## src/rtl/lsu_pkg.sv

```systemverilog
`default_nettype none
// ============================================================================
// Module : lsu_pkg
// Purpose: Shared types and constants for the load/store memory master:
//          access size encoding, FSM state encoding, and the alignment rule.
// Rev    : 1.0 - initial release
// ============================================================================
package lsu_pkg;

  localparam int WORD_BYTES = 4;

  typedef enum logic [1:0] {
    BYTE    = 2'd0,
    HALF    = 2'd1,
    WORD    = 2'd2,
    ILLEGAL = 2'd3
  } size_e;

  typedef enum logic [2:0] {
    IDLE = 3'd0,
    RD   = 3'd1,
    MRG  = 3'd2,
    WR   = 3'd3,
    RESP = 3'd4
  } state_e;

  // A request is rejected when its size is illegal or it is not naturally
  // aligned to its own size.
  function automatic logic is_bad_req(input logic [1:0] sz, input logic [1:0] off);
    return (sz == ILLEGAL) ||
           ((sz == HALF) && off[0]) ||
           ((sz == WORD) && (off != 2'b00));
  endfunction

endpackage
`default_nettype wire

```

## src/rtl/lsu_lane_align.sv

```systemverilog
`default_nettype none
// ============================================================================
// Module : lsu_lane_align
// Purpose: Purely combinational little-endian lane steering.
//          Load path : memory word + offset/size/unsigned -> extended data.
//          Store path: old word + new data + offset/size  -> merged word.
// Ports  : i_word      memory read word
//          i_offset    byte offset within the word
//          i_size      access size (BYTE/HALF/WORD)
//          i_unsigned  zero-extend loads when 1
//          i_wdata     right-aligned store data
//          o_load_data extended load result
//          o_store_word word with the addressed lane replaced
// Rev    : 1.0 - initial release
// ============================================================================
module lsu_lane_align
  import lsu_pkg::*;
(
  input  logic [31:0] i_word,
  input  logic [1:0]  i_offset,
  input  logic [1:0]  i_size,
  input  logic        i_unsigned,
  input  logic [31:0] i_wdata,
  output logic [31:0] o_load_data,
  output logic [31:0] o_store_word
);

  logic [31:0] w_shifted;

  // Bring the addressed lane down to bit 0 before extension.
  assign w_shifted = i_word >> {i_offset, 3'b000};

  always_comb begin
    o_load_data = w_shifted;
    unique case (i_size)
      BYTE:    o_load_data = i_unsigned ? {24'd0, w_shifted[7:0]}
                                        : {{24{w_shifted[7]}}, w_shifted[7:0]};
      HALF:    o_load_data = i_unsigned ? {16'd0, w_shifted[15:0]}
                                        : {{16{w_shifted[15]}}, w_shifted[15:0]};
      default: o_load_data = w_shifted;
    endcase
  end

  always_comb begin
    o_store_word = i_word;
    unique case (i_size)
      BYTE:    o_store_word[{i_offset, 3'b000} +: 8]     = i_wdata[7:0];
      HALF:    o_store_word[{i_offset[1], 4'b0000} +: 16] = i_wdata[15:0];
      default: o_store_word = i_wdata;
    endcase
  end

endmodule
`default_nettype wire

```

## src/rtl/lsu_mem_master.sv

```systemverilog
`default_nettype none
// ============================================================================
// Module : lsu_mem_master
// Purpose: Load/store initiator for a single-port, word-wide data memory with
//          a one-cycle registered read. Sub-word stores are done as
//          read-modify-write; loads are sign/zero extended.
// Ports  : clk, reset_n             clock, async active-low reset
//          req_valid/req_ready      request handshake (ready only in IDLE)
//          req_we/size/unsigned/addr/wdata  request fields
//          rsp_valid/rsp_ready      response handshake
//          rsp_rdata/rsp_err        response payload
//          mem_addr/mem_wdata/mem_rw  memory command (word index, data, write)
//          mem_rdata                registered memory read data
// Rev    : 1.0 - initial release
// ============================================================================
module lsu_mem_master
  import lsu_pkg::*;
#(
  parameter int ADDR_W = 32
) (
  input  logic              clk,
  input  logic              reset_n,
  input  logic              req_valid,
  output logic              req_ready,
  input  logic              req_we,
  input  logic [1:0]        req_size,
  input  logic              req_unsigned,
  input  logic [ADDR_W-1:0] req_addr,
  input  logic [31:0]       req_wdata,
  output logic              rsp_valid,
  input  logic              rsp_ready,
  output logic [31:0]       rsp_rdata,
  output logic              rsp_err,
  output logic [31:0]       mem_addr,
  output logic [31:0]       mem_wdata,
  output logic              mem_rw,
  input  logic [31:0]       mem_rdata
);

  state_e      r_state;
  state_e      w_next;
  logic        r_we;
  logic [1:0]  r_size;
  logic        r_uns;
  logic [1:0]  r_off;
  logic [31:0] r_wdata;

  logic        w_bad;
  logic [31:0] w_word_idx;
  logic [31:0] w_load_data;
  logic [31:0] w_store_word;

  assign w_bad      = is_bad_req(req_size, req_addr[1:0]);
  assign w_word_idx = 32'(req_addr >> 2);
  assign req_ready  = (r_state == IDLE);
  assign rsp_valid  = (r_state == RESP);

  lsu_lane_align u_align (
    .i_word       (mem_rdata),
    .i_offset     (r_off),
    .i_size       (r_size),
    .i_unsigned   (r_uns),
    .i_wdata      (r_wdata),
    .o_load_data  (w_load_data),
    .o_store_word (w_store_word)
  );

  always_comb begin
    w_next = r_state;
    unique case (r_state)
      IDLE: if (req_valid) begin
        if (w_bad)                               w_next = RESP;
        else if (req_we && (req_size == WORD))   w_next = WR;
        else                                     w_next = RD;
      end
      RD:   w_next = MRG;
      MRG:  w_next = r_we ? WR : RESP;
      WR:   w_next = RESP;
      RESP: if (rsp_ready) w_next = IDLE;
      default: w_next = IDLE;
    endcase
  end

  always_ff @(posedge clk or negedge reset_n) begin
    if (!reset_n) r_state <= IDLE;
    else          r_state <= w_next;
  end

  always_ff @(posedge clk or negedge reset_n) begin
    if (!reset_n) begin
      r_we      <= 1'b0;
      r_size    <= 2'd0;
      r_uns     <= 1'b0;
      r_off     <= 2'd0;
      r_wdata   <= 32'd0;
      rsp_rdata <= 32'd0;
      rsp_err   <= 1'b0;
      mem_addr  <= 32'd0;
      mem_wdata <= 32'd0;
      mem_rw    <= 1'b0;
    end else begin
      // Write strobe is high exactly while the FSM sits in WR.
      mem_rw <= (w_next == WR);
      unique case (r_state)
        IDLE: if (req_valid) begin
          r_we      <= req_we;
          r_size    <= req_size;
          r_uns     <= req_unsigned;
          r_off     <= req_addr[1:0];
          r_wdata   <= req_wdata;
          rsp_rdata <= 32'd0;
          rsp_err   <= w_bad;
          // Rejected requests leave the memory port untouched.
          if (!w_bad) begin
            mem_addr <= w_word_idx;
            if (req_we && (req_size == WORD)) mem_wdata <= req_wdata;
          end
        end
        MRG: begin
          if (r_we) mem_wdata <= w_store_word;
          else      rsp_rdata <= w_load_data;
        end
        default: ;
      endcase
    end
  end

endmodule
`default_nettype wire

```

## config.mk

```make
export PLATFORM = sky130hd
export DESIGN_NAME = lsu_mem_master
export DESIGN_NICKNAME = d
export VERILOG_FILES = /design/src/rtl/lsu_pkg.sv /design/src/rtl/lsu_lane_align.sv /design/src/rtl/lsu_mem_master.sv
export SDC_FILE = /design/constraint.sdc
export NUM_CORES = 1
export LEC_CHECK = 0
export BUFFER_PORTS_ARGS = -buffer_cell sky130_fd_sc_hd__buf_2
export CORE_ASPECT_RATIO = 0.6
export CORE_MARGIN = 2
export CORE_UTILIZATION = 25
export DETAILED_ROUTE_END_ITERATION = 16
export GPL_TIMING_DRIVEN = 0
export HOLD_SLACK_MARGIN = 0.05
export PLACE_DENSITY = 0.47
export SYNTH_ARGS = -nofsm -noshare
export SYNTH_HDL_FRONTEND = slang
export SYNTH_SLANG_ARGS = --single-unit
```

## constraint.sdc

```tcl
create_clock -name clk -period 6.55 [get_ports clk]
set_input_delay 1.6375 -clock clk [delete_from_list [all_inputs] [get_ports clk]]
set_output_delay 1.6375 -clock clk [all_outputs]
set_load 0.01 [all_outputs]
```

==> flow_metrics.py, run 1 <==
metrics = {
    "run_status": {
        "outcome": "complete, no violations",
    },
    "setup_path": {
        "crit_top_cell": "clkbuf_1",
        "path_max_fanout": 10,
        "cp-start-kind": "flip-flop",
        "cp_top_family": "buffers and inverters",
        "crit_slowest_cell": "nor3_1",
        "cp.arrival_ns": 3.99,
        "cp.required_ns": 6.93,
        "crit_buf_inv": 5,
        "setup.worst_path.end_class": "flip-flop",
        "critPathMaxStageDelay_ns": 0.56,
        "crit_chain": "clkbuf_1 -> buf_2 -> clkbuf_1 -> inv_1 -> ha_1 -> or4_1 -> clkbuf_1 -> nor3_1 -> o32a_1 -> mux2_1",
        "worstSetupPathType": "flip-flop to flip-flop",
    },
    "power_and_ir_drop": {
        "switching_share": 0.414,
        "pwr-share-seq": 0.321,
        "pwr-share-clk": 0.213,
        "leakage_nw": 4.15,
        "power.density_nw_per_um2": 523,
        "combPwrFrac": 0.466,
        "power.switching_w": 0.00199,
        "ir_worst_vdd_mv": 0.213,
        "p_int_w": 0.00281,
    },
    "floorplanning": {
        "start_util": 0.255,
        "ios": 204,
        "core_um2": 27600,
        "die_area_um2": 29600,
        "die_y_um": 134,
        "rows": 47,
        "die_x_um": 221,
    },
    "route": {
        "wl_met3_um": 2370,
        "wl_met1_um": 14900,
        "post-route-drc-count": 0,
        "vias_per_cell": 5.07,
        "drtIter0Drc": 625,
        "vias": 6185,
        "postRouteAntennaNets": 0,
        "routed_wl_um": 27900,
        "dr.pass1.iters": 7,
        "wl_per_cell_um": 22.9,
        "met2_length_um": 10400,
        "top_layer": "met5",
    },
    "timing": {
        "clock_skew_ns": 0.00933,
        "period_share": 0.551,
        "setup_tns_ns": 0,
        "setup_ws_ns": 2.94,
        "min_period_ns": 3.61,
        "tightestPinTransition_ns": 0.960,
        "hold_viol_final": 0,
        "final-setup-viol-count": 0,
        "drv_slew": 0,
        "rsz0062_at_grt": "no",
        "fmax_mhz": 277,
        "slew-limit-headroom": 0.358,
    },
    "synth": {
        "synth_top_area_cell": "dfrtp_1",
        "ys_top_cells_by_area": "dfrtp_1 49%, mux2_2 12%, a221o_1 3.3%, o2bb2ai_1 2.9%, mux2i_1 2.7%",
        "synthDistinctLibCells": 53,
        "syn_area_um2": 7050,
        "ys_seq_elements": 137,
        "async_flop_share": 1.00,
        "syn_inst": 616,
        "synth.top_cell.area_share": 0.486,
        "yosysWarnings": 0,
        "synth_edf_count": 0,
        "seq_area_frac_synth": 0.486,
        "synth_area_per_cell_um2": 11.4,
        "synth_flop_cell": "dfrtp_1",
    },
    "layout": {
        "fill_cells": 2887,
        "drive_gt1_frac": 0.400,
        "nets": 947,
        "seqCellArea_um2": 3430,
        "multi_input_comb_area_um2": 3310,
        "fin_util": 0.332,
        "final_cells": 1221,
        "syn2layout_area_growth_pct": 30.1,
    },
    "clock_tree": {
        "insertion_delay_ns": 0.45,
        "cts_hold_buf": 0,
        "post_cts_buffers": 0,
        "cts_tree": "yes",
        "numCtsBuffers": 17,
        "ctsResizeCount": 0,
        "cts_max_path_buffers": 2,
        "cts.sinks": 137,
        "htreeDepth": 4,
        "clkTransAtPathRegs_ns": 0.06,
        "cts_root_buf": "clkbuf_16",
    },
    "global_route": {
        "grt_pass1_wl_um": 40800,
        "grt_use_total": 0.190,
        "antenna_found_initial": 6,
        "overflow": 0,
        "grt_max_degree": 75,
        "first_global_vias": 5885,
    },
    "placed_design": {
        "gp_congestion": 0.890,
        "io_buffers": 201,
        "placed_cells": 1186,
        "dpl.hpwl_um": 22000,
        "pre_cts_slack_ns": 2.66,
    },
    "hold_path": {
        "min_path_type": "flip-flop to flip-flop",
    },
    "flow_run": {
        "max-cap-violations": 0,
    },
}
==> power by group through the flow <==
| stage | Combinational (W) | Clock (W) | Sequential, W |
|---|---|---|---|
| 6_report | 0.00223 | 0.00102 | 0.00154 |
| 5_1_grt | 0.00242 | 0.00108 | 0.00159 |
| 4_1_cts | 0.00223 | 0.00104 | 0.00153 |
| 3_5_place_dp | 0.00223 | 0 | 0.00154 |
| 3_3_place_gp | 0.00221 | 0 | 0.00154 |
| 2_1_floorplan | 0.00128 | 0 | 0.00159 |
==> state kept, by name (all words and copies together), names as in the netlist <==
register,count
mem_addr,30
r_wdata,32
r_state,3
r_uns,1
r_we,1
r_off,2
rsp_err,1
rsp_rdata,32
r_size,2
mem_wdata,32
mem_rw,1
==> kinds of logic after synthesis <==
logic type               after synthesis  share of synthesized area
adder cells (fa/ha/maj)                5                    0.00887
buffers and inverters                 74                     0.0454
multiplexers                         103                      0.164
other                                  1                   0.000532
AO/OA/AOI/OAI                        191                      0.209
AND/OR/NAND/NOR                      105                     0.0859
flip-flops                           137                      0.486
==> worst paths after layout <==
path	slack (ns)	from	to	cells past startpoint
max in group asynchronous	4.54	reset_n	r_wdata[26]	2
min in group asynchronous	1.16	reset_n	mem_addr[2]	1
worst min register to register	0.48	rsp_rdata[12]	rsp_rdata[12]	1
worst max-delay path	2.94	r_off[1]	mem_wdata[25]	10
worst min-delay path	0.48	rsp_rdata[12]	rsp_rdata[12]	1
worst max register to register	2.94	r_off[1]	mem_wdata[25]	10
==> cell usage after synthesis, types with 3 or more instances <==
master and number:
mux2_2 77, o211ai_1 17, nor2_1 35, a311oi_1 7, dfrtp_1 137, inv_1 16, a221oi_1 8, o32a_1 8
a31oi_1 9, nand2_1 18, ha_1 5, nor3b_1 11, a21oi_1 17, o21ai_0 29, mux2_1 5, mux2i_1 19
o22ai_1 8, a221o_1 23, and2_1 8, nor3_1 12, nor2b_1 4, o31ai_1 16, buf_1 7, nand2b_1 3
a32oi_1 8, clkbuf_1 32, buf_2 14, o211a_1 8, nand3b_1 3, o2bb2ai_1 23
==> worst register-to-register path: stages, from the launching register on <==
cell and delay [ns]:
dfrtp_1 0.38, clkbuf_1 0.32, buf_2 0.35, clkbuf_1 0.40, inv_1 0.19, ha_1 0.27
or4_1 0.47, clkbuf_1 0.19, nor3_1 0.56, o32a_1 0.30, mux2_1 0.14
==> final cells by class <==
class,count,share of cell area
Clock inverter,13,0.0194
Inverter,17,0.00723
Multi-Input combinational cell,406,0.360
Clock buffer,19,0.0472
Buffer,57,0.0277
Sequential cell,137,0.374
Tap cell,367,0.0501
Timing Repair Buffer,202,0.113
Antenna cell,3,0.000819
==> metal layers <==
layer,track usage,up-vias
li1,-,2810
met1,0.302,3093
met2,0.234,251
met3,0.0681,23
met4,0.0399,8
met5,0,-
==> per-stage QoR <==
step	instance area [um^2]	power, W	hold WS, ns
global route	9160	0.00509	0.500
CTS	9160	0.00481	0.488
global placement	8520	0.00375	0.472
finish	9170	0.00480	0.482
detailed placement	8550	0.00377	0.470
floorplan	7050	0.00288	0.473
==> cells in the final DEF (no fill, tap or decap), types with 8 or more instances in the layout <==
| master | instances |
|---|---|
| clkbuf_1 | 34 |
| a221oi_1 | 8 |
| o21ai_0 | 29 |
| clkbuf_16 | 17 |
| o211ai_1 | 17 |
| dfrtp_1 | 137 |
| o32a_1 | 8 |
| nor3b_1 | 11 |
| mux2_2 | 77 |
| nor3_1 | 12 |
| o2bb2ai_1 | 23 |
| and2_1 | 8 |
| o31ai_1 | 16 |
| a221o_1 | 23 |
| mux2i_1 | 19 |
| a32oi_1 | 8 |
| o22ai_1 | 8 |
| inv_1 | 16 |
| a31oi_1 | 9 |
| a21oi_1 | 17 |
| nand2_1 | 18 |
| o211a_1 | 8 |
| buf_2 | 214 |
| nor2_1 | 35 |
(Power assumes the default switching activity.)
==> inputs of run 2 (changes only) <==
Settings changed: ABC_AREA set to 1.
Clock period 6.55 ns to 3.5 ns, I/O delays scaled along.
==> flow_metrics.py, run 2 <==
metrics = {
    "run_status": {
        "outcome": "complete, no violations",
    },
    "route": {
        "postRouteAntennaNets": 0,
        "post-route-drc-count": 0,
        "routed_wl_um": 33900,
        "dr.pass1.iters": 5,
        "wl_per_cell_um": 18.2,
        "vias": 8562,
        "vias_per_cell": 4.60,
        "drtIter0Drc": 810,
    },
    "layout": {
        "drive_gt1_frac": 0.206,
        "nets": 1542,
        "final_cell_mix": "629 x nand2_1, 233 x buf_2, 137 x dfrtp_1",
        "fill_cells": 3551,
        "final_cells": 1862,
        "fin_util": 0.323,
        "syn2layout_area_growth_pct": 27.2,
        "reg_top3": "mem_wdata (32), r_wdata (32), rsp_rdata (32)",
        "mostFrequentLayoutCell": "nand2_1",
        "antenna_cells": 0,
    },
    "setup_path": {
        "setup.worst_path.end_class": "flip-flop",
        "cp_top_family": "buffers and inverters",
        "cp.arrival_ns": 3.07,
        "crit_top_cell": "nand2_1",
        "critPathMaxStageDelay_ns": 0.46,
        "crit_slowest_cell": "dfrtp_1",
        "crit_buf_inv": 5,
        "crit_chain": "buf_4 -> inv_2 -> buf_4 -> buf_2 -> ha_1 -> clkinv_1 -> nand3_1 -> o21ai_0 -> nand2_1 -> nand2_1 -> nand2_1 -> nand2_1",
        "crit_cells": 12,
        "cp-start-kind": "flip-flop",
        "worstSetupPathType": "flip-flop to flip-flop",
        "rr_worst_depth": 12,
        "path_max_fanout": 12,
        "cp.required_ns": 3.84,
    },
    "timing": {
        "period_share": 0.781,
        "tightestPinTransition_ns": 0.747,
        "drv_slew": 0,
        "whs_ns": 0.386,
        "min_period_ns": 2.73,
        "fmax_mhz": 366,
        "final-setup-viol-count": 0,
        "slew-limit-headroom": 0.502,
        "hold_viol_final": 0,
        "rsz0062_at_grt": "no",
        "clock_skew_ns": 0.00971,
        "setup_tns_ns": 0,
    },
    "synth": {
        "ys_seq_elements": 137,
        "yosysMostFrequentCell": "nand2_1",
        "synth_compound_area_frac": 0.0760,
        "yosysWarnings": 0,
        "synth_edf_count": 0,
        "synthXorXnorAreaFrac": 0,
        "seq_area_frac_synth": 0.433,
        "syn_area_um2": 7920,
        "ys_top_cells_by_area": "dfrtp_1 43%, nand2_1 30%, o21ai_0 5.9%, nor2_1 5.8%, nand3_1 3.0%",
        "synth_area_per_cell_um2": 6.54,
        "synthDistinctLibCells": 30,
        "synth_top_area_cell": "dfrtp_1",
        "synth_top_family_by_area": "simple AND/OR/NAND/NOR gates",
        "muxShareOfSynthArea": 0,
        "synthAdderAreaFrac": 0.00790,
        "synth_common_cells": "629 x nand2_1, 137 x dfrtp_1, 123 x nor2_1, 93 x o21ai_0, 56 x inv_1",
        "syn_inst": 1211,
        "yosys.area_share.simple": 0.407,
        "synth.top_cell.area_share": 0.433,
        "synth_flop_cell": "dfrtp_1",
        "async_flop_share": 1.00,
    },
    "hold_path": {
        "min_path_type": "input port to async pin",
    },
    "floorplanning": {
        "ios": 204,
        "die_y_um": 142,
        "core_um2": 31200,
        "start_util": 0.254,
        "rows": 50,
        "die_area_um2": 33200,
        "die_x_um": 234,
    },
    "clock_tree": {
        "cts_tree": "yes",
        "cts_root_buf": "clkbuf_16",
        "ctsResizeCount": 0,
        "cts.sinks": 137,
        "post_cts_buffers": 0,
        "insertion_delay_ns": 0.45,
        "cts_max_path_buffers": 2,
        "clkTransAtPathRegs_ns": 0.07,
        "htreeDepth": 4,
        "cts_hold_buf": 0,
        "numCtsBuffers": 17,
    },
    "placed_design": {
        "placed_cells": 1830,
        "io_buffers": 201,
        "dpl.hpwl_um": 27300,
        "gp_congestion": 0.957,
    },
    "flow_run": {
        "max-cap-violations": 0,
    },
    "global_route": {
        "overflow": 0,
        "grt_pass1_wl_um": 50300,
        "grt_use_total": 0.208,
        "antenna_found_initial": 1,
        "grt_max_degree": 90,
        "first_global_vias": 8071,
    },
    "power_and_ir_drop": {
        "ir_worst_vdd_mv": 0.398,
        "total_power_w": 0.00964,
        "power.density_nw_per_um2": 957,
        "leakage_nw": 5.64,
    },
}
## run 2: cell count changes after synthesis, sizes merged, moves of 16 or more
cell | before | now
nand2 | 18 | 630
nor2 | 35 | 127
mux2 | 82 | 0
o21ai | 30 | 98
nand3 | 0 | 51
inv | 17 | 61
a221o | 23 | 0
buf | 25 | 48
o2bb2ai | 23 | 0
mux2i | 19 | 0
o211ai | 17 | 1
o31ai | 16 | 0
## run 2: report_power, final
part	leakage, nW	internal [W]	switching [W]
clock network	0.288	0.00103	0.000825
registers	1.74	0.00227	0.000506
logic	3.61	0.00157	0.00344
total	5.64	0.00487	0.00477
## run 2: cell type report
class	count	area, um^2	share of cell area
multi-input combinational	945	3900	0.387
sequential	137	3430	0.340
timing repair buffer	202	1040	0.103
tap	416	520	0.0517
clock buffer	18	439	0.0436
buffer	67	360	0.0358
inverter	63	236	0.0235
clock inverter	14	154	0.0153
## run 2: final timing paths
path,startpoint,to,slack (ns)
setup / recovery,r_off[1],mem_wdata[24],0.77
hold / removal,reset_n,rsp_rdata[30],0.39
setup reg to reg,r_off[1],mem_wdata[24],0.77
hold reg to reg,rsp_rdata[30],rsp_rdata[30],0.47
max in group asynchronous,reset_n,r_wdata[2],2.25
min in group clk,rsp_rdata[30],rsp_rdata[30],0.47
## run 2: worst reg2reg max path: stages, from the launching register on
cell and delay (ns):
dfrtp_1 0.46, buf_4 0.21, inv_2 0.05, buf_4 0.21, buf_2 0.29, ha_1 0.25, clkinv_1 0.31, nand3_1 0.37
o21ai_0 0.12, nand2_1 0.13, nand2_1 0.09, nand2_1 0.08, nand2_1 0.05
## run 2: kinds of logic after synthesis
kind of cell | Yosys count
DFF | 137
and+or+nand+nor | 821
other | 1
AOI/OAI and AO/OA | 117
adders and majority gates | 5
buffers and inverters | 130
## run 2: stage by stage
stage | instance area [um^2] | setup WS [ns]
after floorplan | 7920 | 1.43
after global routing | 10100 | 0.562
after global placement | 9450 | -0.723
final | 10100 | 0.768
after detailed placement | 9480 | 0.851
after CTS | 10100 | 0.848
## run 2: layer usage
layer / routed length [um] / track usage
met5: 0 / 0
met4: 399 / 0.0490
met3: 2630 / 0.0585
met2: 13100 / 0.275
met1: 17700 / 0.325
